$ cat src/rtl/nibble_serial_adder_pkg.sv
// Shared definitions for the nibble-serial adder: FSM encoding and counter sizing.
package nibble_serial_adder_pkg;

  typedef enum logic [1:0] {
    S_IDLE = 2'd0,
    S_RUN  = 2'd1,
    S_DONE = 2'd2
  } nsa_state_e;

  function automatic int nsa_cnt_w(input int n);
    return (n > 1) ? $clog2(n) : 1;
  endfunction

endpackage

$ cat src/rtl/cla.sv
// 4-bit carry-lookahead adder; the single datapath reused every cycle by the serial adder.
module cla (
  input  logic [3:0] a,
  input  logic [3:0] b,
  input  logic       cin,
  output logic [3:0] sum,
  output logic       cout
);
  logic [3:0] g, p;
  logic [4:0] c;

  assign g = a & b;
  assign p = a ^ b;

  assign c[0] = cin;
  assign c[1] = g[0] | (p[0] & cin);
  assign c[2] = g[1] | (p[1] & g[0]) | (p[1] & p[0] & cin);
  assign c[3] = g[2] | (p[2] & g[1]) | (p[2] & p[1] & g[0]) | (p[2] & p[1] & p[0] & cin);
  assign c[4] = g[3] | (p[3] & g[2]) | (p[3] & p[2] & g[1]) | (p[3] & p[2] & p[1] & g[0])
              | (p[3] & p[2] & p[1] & p[0] & cin);

  assign sum  = p ^ c[3:0];
  assign cout = c[4];
endmodule

$ cat src/rtl/nibble_serial_adder.sv
// WIDTH-bit adder that streams one nibble per cycle through a single 4-bit cla,
// LSB nibble first, with a registered carry between nibbles.
module nibble_serial_adder
  import nibble_serial_adder_pkg::*;
#(
  parameter int WIDTH = 16
) (
  input  logic             clk_i,
  input  logic             rst_i,
  input  logic             start_i,
  input  logic [WIDTH-1:0] a_i,
  input  logic [WIDTH-1:0] b_i,
  input  logic             cin_i,
  output logic             busy_o,
  output logic             done_o,
  output logic [WIDTH-1:0] sum_o,
  output logic             cout_o,
  output logic             overflow_o
);
  localparam int N  = WIDTH / 4;
  localparam int CW = nsa_cnt_w(N);
  localparam logic [CW-1:0] LAST = CW'(N - 1);

  nsa_state_e       state_q, state_d;
  logic [WIDTH-1:0] a_sh_q, a_sh_d, b_sh_q, b_sh_d, acc_q, acc_d, acc_nxt;
  logic [WIDTH-1:0] sum_q, sum_d;
  logic [CW-1:0]    cnt_q, cnt_d;
  logic             carry_q, carry_d, amsb_q, amsb_d, bmsb_q, bmsb_d;
  logic             cout_q, cout_d, ovf_q, ovf_d;
  logic [3:0]       cla_sum;
  logic             cla_cout;

  cla u_cla (
    .a    (a_sh_q[3:0]),
    .b    (b_sh_q[3:0]),
    .cin  (carry_q),
    .sum  (cla_sum),
    .cout (cla_cout)
  );

  // New nibble enters at the top so after N shifts the LSB nibble sits at [3:0].
  if (N == 1) begin : g_acc1
    assign acc_nxt = cla_sum;
  end else begin : g_accn
    assign acc_nxt = {cla_sum, acc_q[WIDTH-1:4]};
  end

  always_comb begin
    state_d = state_q;
    a_sh_d  = a_sh_q;
    b_sh_d  = b_sh_q;
    acc_d   = acc_q;
    cnt_d   = cnt_q;
    carry_d = carry_q;
    amsb_d  = amsb_q;
    bmsb_d  = bmsb_q;
    sum_d   = sum_q;
    cout_d  = cout_q;
    ovf_d   = ovf_q;
    unique case (state_q)
      S_IDLE: if (start_i) begin
        state_d = S_RUN;
        a_sh_d  = a_i;
        b_sh_d  = b_i;
        carry_d = cin_i;
        cnt_d   = '0;
        amsb_d  = a_i[WIDTH-1];
        bmsb_d  = b_i[WIDTH-1];
      end
      S_RUN: begin
        acc_d   = acc_nxt;
        a_sh_d  = a_sh_q >> 4;
        b_sh_d  = b_sh_q >> 4;
        carry_d = cla_cout;
        cnt_d   = cnt_q + 1'b1;
        if (cnt_q == LAST) begin
          state_d = S_DONE;
          sum_d   = acc_nxt;
          cout_d  = cla_cout;
          ovf_d   = (amsb_q == bmsb_q) && (acc_nxt[WIDTH-1] != amsb_q);
        end
      end
      S_DONE:  state_d = S_IDLE;
      default: state_d = S_IDLE;
    endcase
  end

  always_ff @(posedge clk_i or posedge rst_i) begin
    if (rst_i) begin
      state_q <= S_IDLE;
      a_sh_q  <= '0;
      b_sh_q  <= '0;
      acc_q   <= '0;
      cnt_q   <= '0;
      carry_q <= 1'b0;
      amsb_q  <= 1'b0;
      bmsb_q  <= 1'b0;
      sum_q   <= '0;
      cout_q  <= 1'b0;
      ovf_q   <= 1'b0;
    end else begin
      state_q <= state_d;
      a_sh_q  <= a_sh_d;
      b_sh_q  <= b_sh_d;
      acc_q   <= acc_d;
      cnt_q   <= cnt_d;
      carry_q <= carry_d;
      amsb_q  <= amsb_d;
      bmsb_q  <= bmsb_d;
      sum_q   <= sum_d;
      cout_q  <= cout_d;
      ovf_q   <= ovf_d;
    end
  end

  assign busy_o     = (state_q == S_RUN);
  assign done_o     = (state_q == S_DONE);
  assign sum_o      = sum_q;
  assign cout_o     = cout_q;
  assign overflow_o = ovf_q;
endmodule

$ cat config.mk
export PLATFORM = sky130hd
export DESIGN_NAME = nibble_serial_adder
export DESIGN_NICKNAME = d
export VERILOG_FILES = /design/src/rtl/nibble_serial_adder_pkg.sv /design/src/rtl/cla.sv /design/src/rtl/nibble_serial_adder.sv
export SDC_FILE = /design/constraint.sdc
export NUM_CORES = 1
export LEC_CHECK = 0
export ABC_AREA = 1
export CORE_ASPECT_RATIO = 1.4
export CORE_MARGIN = 1.5
export CORE_UTILIZATION = 43
export DETAILED_ROUTE_END_ITERATION = 10
export PLACE_DENSITY = 0.68
export SKIP_CTS_REPAIR_TIMING = 1
export SLEW_MARGIN = 0
export SYNTH_ARGS = -nofsm -noshare
export SYNTH_HDL_FRONTEND = slang
export SYNTH_SLANG_ARGS = --single-unit
export TNS_END_PERCENT = 100
$ cat constraint.sdc
create_clock -name clk_i -period 6 [get_ports clk_i]
set_input_delay 0.9 -clock clk_i [delete_from_list [all_inputs] [get_ports clk_i]]
set_output_delay 0.9 -clock clk_i [all_outputs]
set_load 0.05 [all_outputs]
==> summary.md, run 1 <==
| Metric | Value |
|---|---|
| Status | `completed` |
| Port bufs | `55` |
| Placement Rows | `36` |
| CTS Root Cell | `clkbuf_8` |
| Fillers | `687` |
| #FFs+latches synth | `69` |
| Die height | `103 µm` |
| Worst skew pair latency | `350 ps` |
| Hold/Removal Path Class | `flop to flop` |
| Die area | `7630 µm²` |
| Routed len/inst | `12.0 µm` |
| Final Hold Fails | `0` |
| Hold_ws | `473 ps` |
| Core area | `6940 µm²` |
| Worst EP arrival | `2710 ps` |
| Via-to-Cell Ratio | `4.72` |
| Crit path time final | `3610 ps` |
| Vias in the first global route | `2357` |
| Average cell area after synthesis | `8.83 µm²` |
| Register-to-Register Setup Slack | `3580 ps` |
| Slew at the pin with the worst max-slew slack | `969 ps` |
| Fin crit share | `60.1%` |
| Final GP Congestion | `0.753` |
| DRT Pass-1 Iters | `4` |
| Yosys cell types | `30` |
| Setup TNS | `0 ps` |
| Routed wire length | `5970 µm` |
| Clock Skew | `8.90 ps` |
| Layout cells sized above 1 | `7.43%` |
| Post-synthesis sequential area ratio | `56.5%` |
| Vias | `2357` |
| Syn Inst Count | `346` |
| TritonCTS clock tree | `done` |
| First-pass GRT wire length | `10600 µm` |
| DRT iter0 DRCs | `146` |
| Clk pin slew, worst setup/hold paths | `80 ps` |
| Max Fclk | `0.277 GHz` |
| Critical Path Start Type | `flop` |
| Largest net degree at the start of global routing | `70` |
| Critical path class | `flop to output port` |
| Sink Count | `69` |
| Worst setup margin | `2390 ps` |
| CP Capture Type | `output port` |
| Post-DP HPWL | `4000 µm` |
| Initial core utilization | `44.0%` |
| Max-cap violations | `0` |
| Clock Tree Buf Depth | `2` |
| Worst VDD drop | `0.222 mV` |
| Worst slack at placement | `2760 ps` |
| Die X | `74.2 µm` |
| Inserted Diodes | `0` |
| Syn. warnings | `0` |
| P&R area growth vs syn | `24.9%` |
| Total track usage | `18.4%` |
| Nets | `441` |
| Cts bufs inserted | `9` |
| Synthesized Nets | `388` |
| Residual DRC | `0` |
| Power Density | `582 nW/µm²` |
| Power, Total | `2.22 mW` |
| Critical Path RT | `5100 ps` |
| Total I/O pin count | `56` |
| ANT nets after route | `0` |
| Slew margin rel. | `35.2%` |
| Slew Limit Fails | `0` |
| H-tree depth | `3` |
| Crit Path Max Fanout | `61` |
| Mapped cell area | `3060 µm²` |
| Pleak | `1.83 nW` |
| Grt total ovfl | `0` |
| RSZ-0062 raised after global routing | `no` |
| Final setup violation count | `0` |
| Initial antenna violation count | `0` |
-- cells in the mapped netlist --
library cell,instances,area [µm²]
nand2_1,119,447
dfrtp_1,69,1730
o21ai_0,41,205
inv_1,32,120
nor2_1,13,48.8
nor3_1,10,50.1
a211oi_1,9,67.6
nand3_1,8,40.0
buf_2,6,30.0
ha_1,5,62.6
o21ai_1,5,25.0
buf_6,4,45.0
clkbuf_1,2,7.51
inv_2,2,7.51
inv_4,2,12.5
nand2_2,2,12.5
o22ai_1,2,12.5
or2_2,2,12.5
xnor2_1,2,17.5
a22o_1,1,8.76
buf_1,1,3.75
buf_4,1,7.51
clkbuf_2,1,5.00
fa_1,1,20.0
nand3b_1,1,7.51
nand4_1,1,6.26
nor2_2,1,6.26
nor2_8,1,20.0
o211ai_2,1,12.5
o21a_1,1,7.51
-- critical path: stages (launching register included) --
cell and delay, ps:
dfrtp_1 390, inv_1 90, nand2_2 540, inv_4 470, clkdlybuf4s50_1 870
-- cell families after synthesis --
family | Yosys count | synth area share (%)
simple gates | 158 | 21.3
xor+xnor | 2 | 0.573
fa+ha+maj | 6 | 2.70
compound gates | 60 | 11.1
buf+inv | 51 | 7.82
flops | 69 | 56.5
-- through the flow --
stage,instances,cell area (µm²),util [%]
final,499,3820,55.0
after global routing,499,3820,55.0
after CTS,499,3820,55.0
after detailed placement,483,3640,52.5
after global placement,483,3640,52.5
after floorplan,346,3060,-
-- sequential cells by signal, indices dropped and copies added, names as in the netlist --
name,flops
overflow_o,1
a_sh_q,16
acc_q,12
amsb_q,1
b_sh_q,16
bmsb_q,1
cout_o,1
carry_q,1
sum_o,16
cnt_q,2
state_q,2
-- report_power, final --
part / internal (mW) / switching, mW
logic: 0.379 / 0.727
registers: 0.683 / 0.0993
clock network: 0.159 / 0.176
-- path summary, 6_finish.rpt --
kind / to / depth (start not counted) / startpoint
min in group asynchronous: sum_o[6]$_DFFE_PP0P_ / 3 / rst_i
worst min-delay path: sum_o[3]$_DFFE_PP0P_ / 2 / acc_q[7]$_DFFE_PP0P_
worst max-delay path: busy_o / 4 / state_q[1]$_DFFE_PP0P_
worst min register to register: sum_o[3]$_DFFE_PP0P_ / 2 / acc_q[7]$_DFFE_PP0P_
worst max register to register: a_sh_q[4]$_DFFE_PP0P_ / 6 / state_q[1]$_DFFE_PP0P_
max in group asynchronous: overflow_o$_DFFE_PP0P_ / 3 / rst_i
-- layout make-up --
type                       count  area (µm²)  share of cell area (%)
tap                           95         119                    3.11
clock inverter                 6        38.8                    1.02
multi-input combinational    226        1090                    28.5
sequential                    69        1730                    45.2
timing repair buffer          57         566                    14.8
clock buffer                  10         138                    3.61
inverter                      36         140                    3.67
-- layout by cell type (no fill, tap or decap), types with 3 or more instances in the layout --
cell	count
o21ai_0	41
nor3_1	10
inv_1	31
clkbuf_8	10
nor2_1	13
inv_2	3
nand2_1	119
clkinv_2	3
o21ai_1	5
nand3_1	8
dfrtp_1	69
ha_1	5
clkdlybuf4s50_1	55
a211oi_1	9
-- metal layers --
metal	global-route usage [%]	up-vias	part of all wire, %
li1	-	1210	-
met1	22.8	1090	44
met2	31.1	49	51
met3	3.23	8	2.9
met4	8.11	0	2.1
met5	0	-	0
No activity file was read; power rests on OpenSTA's default activity.
==> inputs of run 2 (changes only) <==
Settings changed: PLACE_DENSITY 0.68 to 0.7.
Clock period 6 ns to 2.95 ns, I/O delays scaled along.
==> run 2 against run 1 <==
  * Total power increased by 110%
  * Core utilization increased by 0.61 points
  * Highest routed layer unchanged
  * Largest cell class unchanged
  * Worst hold slack got worse by 55 ps
  * Clock skew increased by 3.7 ps
  * Largest power group unchanged
==> summary.md, run 2 (synthesized netlist as in run 1, its figures left out) <==
| Metric | Value |
|---|---|
| Status | `completed` |
| Slew at the pin with the worst max-slew slack | `541 ps` |
| Reg2reg end | `carry_q$_DFFE_PP0P_` |
| P&R area growth vs syn | `26.3%` |
| Crit Reg-Reg Startpoint | `a_sh_q[2]$_DFFE_PP0P_` |
| Initial antenna violation count | `0` |
| Clock Skew | `12.6 ps` |
| Core area | `6940 µm²` |
| Sequential Area | `1730 µm²` |
| Total track usage | `18.1%` |
| Nets | `444` |
| Power Density | `1200 nW/µm²` |
| GRT met1 Usage | `23.4%` |
| Cts bufs inserted | `9` |
| Layout cells sized above 1 | `8.13%` |
| Routed wire length | `6200 µm` |
| Hold_ws | `418 ps` |
| ANT nets after route | `0` |
| Fin crit share | `71.8%` |
| CTS Root Cell | `clkbuf_8` |
| Critical Path Start Type | `flop` |
| Grt total ovfl | `0` |
| Clk pin slew, worst setup/hold paths | `80 ps` |
| Die height | `103 µm` |
| NetSw | `2.05 mW` |
| Placement Rows | `36` |
| First-pass GRT wire length | `10400 µm` |
| Register-to-Register Setup Slack | `1210 ps` |
| Port bufs | `55` |
| Routing usage on met3 | `3.23%` |
| Inserted Diodes | `0` |
| Crit Path Max Fanout | `2` |
| Worst EP arrival | `1680 ps` |
| CP Capture Type | `output port` |
| Final GP Congestion | `0.738` |
| Vias in the first global route | `2269` |
| CP bufs+invs | `2` |
| Die X | `74.2 µm` |
| Layer with the highest usage | `met2` |
| Vias | `2407` |
| CP cell instances | `inv_1 -> nor2_1 -> clkdlybuf4s50_1` |
| Hold/Removal Path Class | `input pin to asynchronous set/reset pin` |
| Net Sw Frac | `44.1%` |
| Crit path to | `done_o` |
| DRT Pass-1 Iters | `4` |
| Critical path class | `flop to output port` |
| Setup TNS | `0 ps` |
| Fillers | `663` |
| Sequential share of power | `34.4%` |
| Slew Limit Fails | `0` |
| Crit path largest cell delay | `800 ps` |
| Max Fclk | `0.472 GHz` |
| Total I/O pin count | `56` |
| Sink Count | `69` |
| TritonCTS clock tree | `done` |
| Critical path depth | `3` |
| CP delay by family, top | `buffers and inverters` |
| Clk pwr share | `16.6%` |
| RSZ-0062 raised after global routing | `no` |
| Pint | `2.59 mW` |
| Critical Path RT | `2510 ps` |
| Clock Tree Buf Depth | `2` |
| Routed len/inst | `12.4 µm` |
| Max-cap violations | `0` |
| Via-to-Cell Ratio | `4.80` |
| Worst Reg-to-Reg Cells | `8` |
| Initial core utilization | `44.0%` |
| Crit path time final | `2120 ps` |
| DRT iter0 DRCs | `143` |
| Crit. Startpoint | `state_q[1]$_DFFE_PP0P_` |
| Final setup violation count | `0` |
| Die area | `7630 µm²` |
| Combinational share of power | `48.9%` |
| CP max-delay cell | `clkdlybuf4s50_1` |
| Multi-input gate area | `1090 µm²` |
| Commonest non-fill, non-tap cell in the layout | `nand2_1` |
| Final Hold Fails | `0` |
| H-tree depth | `3` |
| Slew margin rel. | `63.9%` |
| Worst VDD drop | `0.503 mV` |
| Largest net degree at the start of global routing | `61` |
| Pleak | `1.86 nW` |
| Residual DRC | `0` |
| Worst skew pair latency | `340 ps` |
| Commonest non-fill, non-tap cells in the layout | `119 x nand2_1, 69 x dfrtp_1, 54 x clkdlybuf4s50_1` |
| Met2 usage | `29.6%` |
| Post-DP HPWL | `4170 µm` |
==> run 2: cell count changes in the layout (fill, tap and decap cells not counted), sizes merged <==
cell | before | now
bufinv | 0 | 1
clkinv | 4 | 2
clkdlybuf4s50 | 55 | 54
clkinvlp | 2 | 1
clkbuf | 10 | 11
buf | 2 | 6
==> run 2: how the worst min path moves through the flow <==
stage                                      end                 start  depth (start not counted)  slack [ps]
after floorplan           sum_o[0]$_DFFE_PP0P_  acc_q[4]$_DFFE_PP0P_                          2         440
after global placement    sum_o[3]$_DFFE_PP0P_  acc_q[7]$_DFFE_PP0P_                          2         450
after detailed placement  sum_o[1]$_DFFE_PP0P_  acc_q[5]$_DFFE_PP0P_                          2         460
after CTS                 acc_q[8]$_DFFE_PP0P_                 rst_i                          2         430
after global routing      acc_q[8]$_DFFE_PP0P_                 rst_i                          2         450
final                     acc_q[8]$_DFFE_PP0P_                 rst_i                          2         420
==> run 2: power by group through the flow <==
| stage | clock network, mW | logic, mW | registers [mW] |
|---|---|---|---|
| 5_1_grt | 0.827 | 2.56 | 1.64 |
| 4_1_cts | 0.786 | 2.29 | 1.60 |
| 6_report | 0.771 | 2.27 | 1.60 |
| 3_3_place_gp | 0 | 2.22 | 1.60 |
| 2_1_floorplan | 0 | 1.41 | 1.93 |
| 3_5_place_dp | 0 | 2.27 | 1.62 |
==> run 2: per-stage QoR <==
| step | std cells | setup WS, ps | util [%] | total power [mW] | instance area, µm² |
|---|---|---|---|---|---|
| after CTS | 501 | 809 | 55.6 | 4.67 | 3860 |
| after global routing | 501 | 759 | 55.6 | 5.04 | 3860 |
| after detailed placement | 486 | 976 | 52.8 | 3.88 | 3660 |
| after floorplan | 346 | 768 | - | 3.34 | 3060 |
| final | 501 | 832 | 55.6 | 4.64 | 3860 |
| after global placement | 486 | 1000 | 52.8 | 3.81 | 3660 |
==> run 2: cell type report <==
type / count / share of cell area (%)
Multi-Input combinational cell: 226 / 28.2
Clock inverter: 4 / 1.23
Clock buffer: 11 / 3.92
Sequential cell: 69 / 44.7
Tap cell: 95 / 3.08
Inverter: 36 / 3.63
Timing Repair Buffer: 60 / 15.2
==> run 2: per-layer routing <==
| layer | routed length [µm] | vias to the layer above |
|---|---|---|
| li1 | - | 1214 |
| met1 | 2790 | 1129 |
| met2 | 3090 | 54 |
| met3 | 242 | 10 |
| met4 | 82 | 0 |
| met5 | 0 | - |
